**src/rtl/stepper_phase_driver.sv**
```systemverilog
// Stepper motor phase sequencer: accepts move commands, steps the coil pattern on step_tick rising edges.
// Optional macro HALF_STEP_EN selects the 8-entry half-step sequence instead of the 4-entry full-step one.
module stepper_phase_driver (
  input  logic        clock_in,
  input  logic        reset,
  input  logic        step_tick,
  input  logic        cmd_valid,
  output logic        cmd_ready,
  input  logic        cmd_dir,
  input  logic [15:0] cmd_steps,
  input  logic        abort,
  output logic        busy,
  output logic        done,
  output logic [3:0]  coil,
  output logic [15:0] position
);

`ifdef HALF_STEP_EN
  localparam int unsigned PW = 3;
`else
  localparam int unsigned PW = 2;
`endif
  localparam logic [PW-1:0] PH_ONE = 1;

  typedef enum logic [1:0] {IDLE, RUN, DONE} state_t;

  state_t         state;
  logic [PW-1:0]  phase;
  logic [PW-1:0]  next_phase;
  logic [15:0]    remaining;
  logic           dir;
  logic           step_prev;
  logic           step_edge;

  function automatic logic [3:0] coil_of(input logic [PW-1:0] idx);
    logic [3:0] pat;
    pat = 4'b0000;
`ifdef HALF_STEP_EN
    case (idx)
      3'd0: pat = 4'b0001;
      3'd1: pat = 4'b0011;
      3'd2: pat = 4'b0010;
      3'd3: pat = 4'b0110;
      3'd4: pat = 4'b0100;
      3'd5: pat = 4'b1100;
      3'd6: pat = 4'b1000;
      3'd7: pat = 4'b1001;
      default: pat = 4'b0000;
    endcase
`else
    case (idx)
      2'd0: pat = 4'b0011;
      2'd1: pat = 4'b0110;
      2'd2: pat = 4'b1100;
      2'd3: pat = 4'b1001;
      default: pat = 4'b0000;
    endcase
`endif
    return pat;
  endfunction

  always_comb begin
    step_edge  = step_tick && !step_prev;
    next_phase = dir ? (phase + PH_ONE) : (phase - PH_ONE);
  end

  always_ff @(posedge clock_in) begin
    if (reset) begin
      state     <= IDLE;
      phase     <= '0;
      coil      <= coil_of('0);
      position  <= '0;
      remaining <= '0;
      dir       <= 1'b0;
      step_prev <= 1'b0;
      done      <= 1'b0;
      busy      <= 1'b0;
      cmd_ready <= 1'b1;
    end else begin
      // History tracks step_tick in every state so a level held across accept is not seen as an edge.
      step_prev <= step_tick;
      case (state)
        IDLE: begin
          done <= 1'b0;
          if (cmd_valid && cmd_ready) begin
            dir       <= cmd_dir;
            remaining <= cmd_steps;
            cmd_ready <= 1'b0;
            busy      <= 1'b1;
            if (cmd_steps != 16'd0) begin
              state <= RUN;
            end else begin
              state <= DONE;
              done  <= 1'b1;
            end
          end
        end
        RUN: begin
          if (abort) begin
            state <= DONE;
            done  <= 1'b1;
          end else if (step_edge) begin
            phase     <= next_phase;
            coil      <= coil_of(next_phase);
            position  <= dir ? (position + 16'd1) : (position - 16'd1);
            remaining <= remaining - 16'd1;
            if (remaining == 16'd1) begin
              state <= DONE;
              done  <= 1'b1;
            end
          end
        end
        DONE: begin
          state     <= IDLE;
          done      <= 1'b0;
          busy      <= 1'b0;
          cmd_ready <= 1'b1;
        end
        default: begin
          state     <= IDLE;
          done      <= 1'b0;
          busy      <= 1'b0;
          cmd_ready <= 1'b1;
        end
      endcase
    end
  end

endmodule

```
**config.mk**
```make
export PLATFORM = sky130hd
export DESIGN_NAME = stepper_phase_driver
export DESIGN_NICKNAME = d
export VERILOG_FILES = /design/src/rtl/stepper_phase_driver.sv
export SDC_FILE = /design/constraint.sdc
export NUM_CORES = 1
export LEC_CHECK = 0
export BUFFER_PORTS_ARGS = -buffer_cell sky130_fd_sc_hd__buf_2
export CAP_MARGIN = 30
export CORE_ASPECT_RATIO = 0.9
export CORE_MARGIN = 1
export CORE_UTILIZATION = 27
export DETAILED_ROUTE_END_ITERATION = 16
export GPL_TIMING_DRIVEN = 0
export PLACE_DENSITY = 0.46
export SLEW_MARGIN = 30
export SYNTH_ARGS = -nofsm -noshare
export SYNTH_HDL_FRONTEND = slang
export SYNTH_SLANG_ARGS = --single-unit
export TNS_END_PERCENT = 100
```
**constraint.sdc**
```tcl
create_clock -name clock_in -period 3.65 [get_ports clock_in]
set_clock_uncertainty 0.2 [all_clocks]
set_input_delay 0.365 -clock clock_in [delete_from_list [all_inputs] [get_ports clock_in]]
set_output_delay 0.365 -clock clock_in [all_outputs]
set_load 0.01 [all_outputs]
```
==> results.ini, run 1 <==
[outcome]
outcome=finished, violations left
violations=DRC

[final_layout]
fillerInstances=1143
drive_above_1_share=0.178
finalCoreUtilization=0.335
antenna_cells=0
fin_nets=467
area_growth_pct=18.4

[timing]
finalHoldViolCount=0
finalSetupTns_ns=0
fin_crit_sh=0.907
setup_violations=0
fmax_mhz=302
slew_violations=0
max_slew_margin=0.534
rsz0062_at_grt=no
period_minus_slack_ns=3.31
tightestPinTransition_ns=0.697

[synthesis]
synth_edf_count=0
ys_top_cells_by_area=dfxtp_1, a21oi_1, ha_1, nor2_1, nand2_1
synthesis.nets=416
seq_area_frac_synth=0.305
synth_ff_type=dfxtp_1
yosysWarnings=0
yosys.area.top_type=dfxtp_1
yosysTopAreaCellShare=0.305
ys_seq_elements=45
synthTopCellsByCount=nor2_1, a21oi_1, dfxtp_1, nand2_1, o21ai_0
synth_cell_types=66
syn-cell-area_um2=2950
yosysMostFrequentCell=nor2_1
synth.avg_cell_area_um2=7.82
async_reset_ff_frac=0
synthCells=377

[worst_setup_path]
cp.required_ns=3.62
reg2reg_setup_slack_ns=0.34
worstSetupStartpointType=flip-flop
critPathArrivalTime_ns=3.28
cp_max_fo=16
rr_endpoint=position[15]
cp_slowest_stage_delay_ns=0.49
crit_path_end_kind=flip-flop
crit_slowest_cell=ha_1
reg2regPathDepth=9
r2r_start=dir
cp_cell_sequence=clkbuf_1 > inv_1 > ha_1 > and3_1 > a22oi_1 > o31a_1 > and2_1 > o211ai_1 > mux2_2
critPathKind=reg2reg

[floorplan]
io_pins=45
coreArea_um2=10400
num_rows=35
initial_core_util=0.283
die_y_um=101
dieArea_um2=11300
die_w_um=112

[detailed_routing]
viasPerCell=5.21
wl_per_cell_um=15.5
drt-pass1-iter-count=12
drt_wl_total_um=8610
drt_iter0_drc=163
vias=2903
drtAntennaViolNets=0
drc=2

[worst_hold_path]
min_path_cells=2
min_to=step_prev
hp-start=step_tick
hp-class=in2reg

[cts]
h-tree-depth=2
clockBufferDepth=2
clk_latency_ns=0.28
cts_tree=done
cts_resized=0
cts_buffers=5
cts.sinks=45
cts_hold_buf=0
postCtsSetupBuffers=0
ctsRootBufferMaster=clkbuf_16
path_clk_slew_ns=0.06

[global_route]
grt_use_total=0.158
grt_max_degree=17
overflow=0
grt_pass1_wl_um=14200
antenna_found_initial=0
grt_pass1_vias=2705

[placed_design]
io_buffer_count=44
place_congestion=0.839
dp_hpwl_um=6440

[power_and_ir_drop]
cellLeakagePower_nw=1.43
pwr_density_cell_nw_per_um2=438
peakVddDrop_mv=0.165

[job]
cap_violations=0

[layout by cell type, fill, tap and decap left out, types with 3 or more instances in the layout]
master     instances
a21oi_1           45
nand2b_1           6
clkbuf_1           7
buf_2             50
xor2_1             3
clkbuf_8           4
a21o_1             6
nor2_1            49
o21a_1             4
nand3_1           12
or3_1              6
ha_1              16
a211oi_1           9
o21ai_0           22
dfxtp_1           45
nand4_1            6
inv_1             11
o21ai_1            3
nor4_1             5
xnor2_1            7
clkbuf_16          5
nand2_1           30
and2_1             3
o31ai_1            3
a22oi_1            5
nor3_1            10
o211ai_1           3
[where the power goes]
group	switching [mW]	leakage (nW)	total (mW)	internal, mW
clock	0.189	0.0797	0.507	0.318
sequential	0.0380	0.367	0.565	0.527
combinational	0.276	0.986	0.457	0.181
[worst max-delay path by stage]
stage	endpoint	slack [ns]	start	depth (start not counted)
floorplan	position[15]	0.87	dir	9
global placement	position[15]	0.31	dir	9
detailed placement	position[15]	0.34	dir	9
CTS	position[15]	0.31	dir	9
global route	position[15]	0.12	dir	9
finish	position[15]	0.34	dir	9
[final cells by class]
type	instances	area, um2	area share
plain buffers	19	128	0.0366
multi-input cells	302	1880	0.538
repair buffers	44	220	0.0631
flip-flops and latches	45	901	0.258
well taps	129	161	0.0462
clock buffers	5	125	0.0358
clock inverters	2	35.0	0.0100
inverters	11	41.3	0.0118
[worst max-delay path: cells and delay by family (launching register included)]
family	cells	cell delay, ns
flip-flops	1	0.34
AND/OR/NAND/NOR	2	0.43
multiplexers	1	0.36
adder cells (fa/ha/maj)	1	0.49
buffers and inverters	2	0.65
AO/OA/AOI/OAI	3	0.71
[cell families after synthesis]
group,Yosys count,synth area share
AO/OA/AOI/OAI,120,0.252
XOR/XNOR,10,0.0297
adder cells (fa/ha/maj),17,0.0747
buffers and inverters,30,0.0573
flip-flops,45,0.305
multiplexers,2,0.00721
AND/OR/NAND/NOR,153,0.274
[layer usage]
metal | part of all wire | track usage | up-vias
li1 | - | - | 1479
met1 | 0.52 | 0.233 | 1336
met2 | 0.41 | 0.234 | 84
met3 | 0.057 | 0.0347 | 4
met4 | 0.0076 | 0.0349 | 0
met5 | 0 | 0 | -
[flip-flops by register name, indices dropped and copies added (netlist names), 2 cells and up]
name / count
coil: 4
position: 16
remaining: 16
phase: 2
state: 2
[through the flow]
step	power [mW]	cell area, um2	worst slack [ns]	hold slack, ns	instances
3_5_place_dp	1.03	3330	0.336	0.248	550
2_1_floorplan	0.904	2950	0.873	0.245	377
4_1_cts	1.54	3490	0.313	0.112	557
6_report	1.53	3490	0.340	0.115	557
3_3_place_gp	1.03	3330	0.310	0.244	550
5_1_grt	1.62	3490	0.123	0.127	557
Power figures use the tool's default switching activity.
==> inputs of run 2 (changes only) <==
--- a/config.mk
+++ b/config.mk
@@ -12,7 +12,7 @@
 export CORE_UTILIZATION = 27
 export DETAILED_ROUTE_END_ITERATION = 16
 export GPL_TIMING_DRIVEN = 0
-export PLACE_DENSITY = 0.46
+export PLACE_DENSITY = 0.4
 export SLEW_MARGIN = 30
 export SYNTH_ARGS = -nofsm -noshare
 export SYNTH_HDL_FRONTEND = slang
==> results.ini, run 2 (synthesis results as in run 1) <==
[outcome]
outcome=finished, violations left
violations=DRC

[worst_setup_path]
cp.required_ns=3.62  ; about the same
crit_path_end_kind=flip-flop
crit_family=compound AO/OA/AOI/OAI gates
cp_max_fo=16  ; unchanged
worstSetupStartpointType=flip-flop
startpoint=dir
endpoint=position[15]
cp_cell_sequence=clkbuf_1 > inv_1 > ha_1 > and3_1 > a22oi_1 > o31a_1 > and2_1 > o211ai_1 > mux2_2
crit_slowest_cell=ha_1
reg2regPathDepth=9  ; unchanged
cp_slowest_stage_delay_ns=0.49  ; about the same
reg2reg_setup_slack_ns=0.31  ; -0.03 ns
cp.depth=9  ; unchanged
critPathBufInv=2  ; unchanged
r2r_start=dir
rr_endpoint=position[15]
critPathKind=reg2reg
critPathArrivalTime_ns=3.32  ; +0.04 ns

[detailed_routing]
wl_per_cell_um=16.4  ; +5.9%
viasPerCell=5.21  ; about the same
drt_wl_total_um=9130  ; +6.0%
drtAntennaViolNets=0  ; unchanged
drc=2  ; unchanged
drt_iter0_drc=145  ; -11%
drt-pass1-iter-count=10  ; -2
vias=2906  ; +0.10%

[worst_hold_path]
hp-class=in2reg
hp-start=step_tick

[timing]
period_minus_slack_ns=3.34  ; +0.0331 ns
finalHoldViolCount=0  ; unchanged
fmax_mhz=299  ; -0.99%
rsz0062_at_grt=no
finalSetupTns_ns=0  ; unchanged
fin_crit_sh=0.916  ; +0.00908
setup_violations=0  ; unchanged
tightestPinTransition_ns=0.804  ; +0.107 ns
max_slew_margin=0.463  ; -0.0714
slew_violations=0  ; unchanged
whs_ns=0.106  ; -0.00875 ns

[power_and_ir_drop]
peakVddDrop_mv=0.222  ; +35%
pwr_density_cell_nw_per_um2=445  ; +1.7%
cellLeakagePower_nw=1.43  ; about the same

[cts]
cts_resized=0  ; unchanged
ctsRootBufferMaster=clkbuf_16
path_clk_slew_ns=0.07  ; about the same
postCtsSetupBuffers=0  ; unchanged
cts_hold_buf=0  ; unchanged
h-tree-depth=2  ; unchanged
cts.sinks=45  ; unchanged
cts_buffers=5  ; unchanged
cts_tree=done
clockBufferDepth=2  ; unchanged
clk_latency_ns=0.29  ; about the same

[floorplan]
coreArea_um2=10400  ; unchanged
dieArea_um2=11300  ; unchanged
io_pins=45  ; unchanged
initial_core_util=0.283  ; unchanged
die_w_um=112  ; unchanged
num_rows=35  ; unchanged
die_y_um=101  ; unchanged

[placed_design]
dp_hpwl_um=6810  ; +5.8%
placed_cells=550  ; unchanged
io_buffer_count=44  ; unchanged
place_congestion=0.777  ; -7.4%

[global_route]
grt_use_total=0.168  ; +0.0101
grt_max_degree=17  ; unchanged
antenna_found_initial=0  ; unchanged
grt_pass1_vias=2699  ; -0.22%
grt_pass1_wl_um=14800  ; +4.0%
overflow=0  ; unchanged

[final_layout]
layout_common_cells=buf_2, nor2_1, a21oi_1, dfxtp_1, nand2_1
area_growth_pct=18.6
finalNonFillerCells=558  ; +0.18%
drive_above_1_share=0.177  ; -0.000414
reg.largest.list=position x16, remaining x16, coil x4
antenna_cells=0  ; unchanged
fin_nets=467  ; unchanged
final_common_cell=buf_2

[job]
cap_violations=0  ; unchanged

## run 2: area by class of cell
cell class / instances / area, um2
fill: 1146 / 6920
multi-input combinational: 302 / 1880
sequential: 45 / 901
timing repair buffer: 44 / 220
tap: 129 / 161
clock buffer: 6 / 129
buffer: 19 / 128
inverter: 11 / 41.3
clock inverter: 2 / 38.8
## run 2: worst min-delay path by stage
| stage | endpoint | slack (ns) | cells past startpoint |
|---|---|---|---|
| after global routing | step_prev | 0.10 | 2 |
| after CTS | step_prev | 0.10 | 2 |
| final | step_prev | 0.11 | 2 |
| after floorplan | state[1] | 0.25 | 1 |
| after detailed placement | coil[0] | 0.24 | 2 |
| after global placement | coil[1] | 0.23 | 2 |
## run 2: layer usage
metal  vias up  global-route usage  share of wire
met2        63               0.246           0.41
met1      1356               0.254           0.55
li1       1480                   -              -
met4         0              0.0441         0.0090
met3         7              0.0269          0.034
met5         -                   0              0
## run 2: power by group
group | leakage [nW] | switching (mW) | internal (mW)
Clock | 0.0810 | 0.205 | 0.325
Sequential | 0.367 | 0.0372 | 0.526
Combinational | 0.986 | 0.283 | 0.181
Total | 1.43 | 0.526 | 1.03
## run 2: through the flow
| stage | cell area, um2 | power [mW] | utilization | setup slack [ns] |
|---|---|---|---|---|
| 5_1_grt | 3500 | 1.65 | 0.336 | 0.0757 |
| 6_report | 3500 | 1.56 | 0.336 | 0.307 |
| 4_1_cts | 3500 | 1.57 | 0.336 | 0.269 |
| 3_5_place_dp | 3330 | 1.03 | 0.320 | 0.309 |
| 3_3_place_gp | 3330 | 1.04 | 0.320 | 0.276 |
| 2_1_floorplan | 2950 | 0.904 | - | 0.873 |
==> inputs of run 3 (changes only) <==
--- a/config.mk
+++ b/config.mk
@@ -7,12 +7,15 @@
 export LEC_CHECK = 0
 export BUFFER_PORTS_ARGS = -buffer_cell sky130_fd_sc_hd__buf_2
 export CAP_MARGIN = 30
+export CELL_PAD_IN_SITES_DETAIL_PLACEMENT = 0
+export CELL_PAD_IN_SITES_GLOBAL_PLACEMENT = 1
 export CORE_ASPECT_RATIO = 0.9
 export CORE_MARGIN = 1
 export CORE_UTILIZATION = 27
 export DETAILED_ROUTE_END_ITERATION = 16
 export GPL_TIMING_DRIVEN = 0
-export PLACE_DENSITY = 0.4
+export PLACE_DENSITY = 0.52
+export SKIP_CTS_REPAIR_TIMING = 1
 export SLEW_MARGIN = 30
 export SYNTH_ARGS = -nofsm -noshare
 export SYNTH_HDL_FRONTEND = slang
==> results.ini, run 3 (synthesis results as in run 1) <==
[worst_hold_path]
min_path_cells=3  ; +1
hp-class=in2reg
hp-start=cmd_dir
min_to=dir

[worst_setup_path]
cp_cell_sequence=clkbuf_1 > inv_1 > ha_1 > and3_1 > a22oi_1 > o31a_1 > and2_1 > o211ai_1 > mux2_2
worstSetupStartpointType=flip-flop
crit_path_end_kind=flip-flop
cp_slowest_stage_delay_ns=0.49  ; about the same
crit_family=compound AO/OA/AOI/OAI gates
critPathKind=reg2reg
reg2reg_setup_slack_ns=0.28  ; -0.03 ns
reg2regPathDepth=9  ; unchanged
crit_slowest_cell=ha_1
rr_endpoint=position[15]
critPathArrivalTime_ns=3.36  ; +0.04 ns
cp.required_ns=3.63  ; about the same
r2r_start=dir
cp_max_fo=16  ; unchanged
critPathBufInv=2  ; unchanged

[placed_design]
placed_cells=550  ; unchanged
place_ws_ns=0.267  ; -0.0423 ns
dp_hpwl_um=6970  ; +2.4%
placed_area_um2=3330  ; unchanged
place_congestion=0.752  ; -3.2%
io_buffer_count=44  ; unchanged

[timing]
setup_violations=0  ; unchanged
slew_violations=0  ; unchanged
finalSetupTns_ns=0  ; unchanged
max_slew_margin=0.465  ; +0.00226
fin_crit_sh=0.925  ; +0.00860
whs_ns=0.122  ; +0.0163 ns
fmax_mhz=296  ; -0.93%
fin_ws_ns=0.275  ; -0.0314 ns
tightestPinTransition_ns=0.801  ; -0.00338 ns
finalHoldViolCount=0  ; unchanged
rsz0062_at_grt=no
period_minus_slack_ns=3.37  ; +0.0314 ns

[final_layout]
finalNonFillerCells=558  ; unchanged
fillerInstances=1137  ; -0.79%
area_growth_pct=18.7  ; about the same
design_area_um2=3500  ; about the same
finalCoreUtilization=0.336  ; about the same
layout_common_cells=buf_2, nor2_1, a21oi_1, dfxtp_1, nand2_1
reg.largest.list=position x16, remaining x16, coil x4
fin_nets=467  ; unchanged
final_common_cell=buf_2
drive_above_1_share=0.179  ; +0.00233
antenna_cells=0  ; unchanged

[floorplan]
coreArea_um2=10400  ; unchanged
dieArea_um2=11300  ; unchanged
io_pins=45  ; unchanged
die_w_um=112  ; unchanged
num_rows=35  ; unchanged
initial_core_util=0.283  ; unchanged
die_y_um=101  ; unchanged

[global_route]
antenna_found_initial=0  ; unchanged
grt_pass1_vias=2714  ; +0.56%
overflow=0  ; unchanged
grt_max_degree=17  ; unchanged
grt_pass1_wl_um=15200  ; +2.7%
grt_use_total=0.174  ; +0.00598

[detailed_routing]
drt_wl_total_um=9340  ; +2.3%
vias=2902  ; -0.14%
wl_per_cell_um=16.7  ; +2.3%
drt_iter0_drc=127  ; -12%
drt-pass1-iter-count=10  ; unchanged
drtAntennaViolNets=0  ; unchanged
drc=2  ; unchanged
viasPerCell=5.20  ; -0.14%

[cts]
clk_latency_ns=0.29  ; about the same
ctsRootBufferMaster=clkbuf_16
path_clk_slew_ns=0.07  ; about the same
clockBufferDepth=2  ; unchanged
cts_buffers=5  ; unchanged
h-tree-depth=2  ; unchanged
cts.sinks=45  ; unchanged
cts_tree=done

[power_and_ir_drop]
p_switching_mw=0.535  ; +1.8%
p_seq_frac=0.360  ; -0.002
combPwrFrac=0.299  ; about the same
switching_share=0.342  ; +0.00419
p_clk_frac=0.341  ; about the same
finalPower_mw=1.57  ; +0.59%
p_int_mw=1.03  ; about the same
peakVddDrop_mv=0.174  ; -22%
cellLeakagePower_nw=1.44  ; +0.22%
pwr_density_cell_nw_per_um2=448  ; +0.55%

[outcome]
violations=DRC
outcome=finished, violations left

[job]
cap_violations=0  ; unchanged

==> run 3: cell types whose count changed in the layout (fill, tap and decap cells not counted), sizes merged <==
cell    delta
clkbuf     -1
inv        +1
==> run 3: area by class of cell <==
cell class                      count  area, um2  share of cell area
Multi-Input combinational cell    302       1880               0.537
Clock inverter                      3       43.8              0.0125
Buffer                             19        128              0.0365
Sequential cell                    45        901               0.257
Clock buffer                        5        125              0.0358
Timing Repair Buffer               44        220              0.0629
Inverter                           11       41.3              0.0118
Tap cell                          129        161              0.0461
==> run 3: how the worst max path moves through the flow <==
stage	from	endpoint	slack, ns	cells past startpoint
global route	dir	position[15]	0.09	9
CTS	dir	position[15]	0.25	9
global placement	dir	position[15]	0.27	9
floorplan	dir	position[15]	0.87	9
finish	dir	position[15]	0.28	9
detailed placement	dir	position[15]	0.27	9
==> run 3: power groups by stage <==
| stage | sequential [mW] | combinational [mW] | clock, mW |
|---|---|---|---|
| after floorplan | 0.571 | 0.333 | 0 |
| after global placement | 0.574 | 0.467 | 0 |
| after detailed placement | 0.574 | 0.464 | 0 |
| after CTS | 0.563 | 0.468 | 0.554 |
| after global routing | 0.570 | 0.521 | 0.570 |
| final | 0.564 | 0.469 | 0.534 |
==> run 3: worst register-to-register path, delay by kind of cell (launching register included) <==
| family | cells | cell delay (ns) |
|---|---|---|
| buffers and inverters | 2 | 0.70 |
| AOI/OAI and AO/OA | 3 | 0.73 |
| DFF | 1 | 0.36 |
| adders and majority gates | 1 | 0.50 |
| and+or+nand+nor | 2 | 0.43 |
| muxes | 1 | 0.36 |
==> run 3: layer usage <==
metal  wire length (um)  vias to the layer above  GRT usage
met5                  0                        -          0
li1                   -                     1478          -
met3                389                        8     0.0263
met2               3700                       41      0.252
met1               5160                     1375      0.264
met4                 94                        0     0.0513
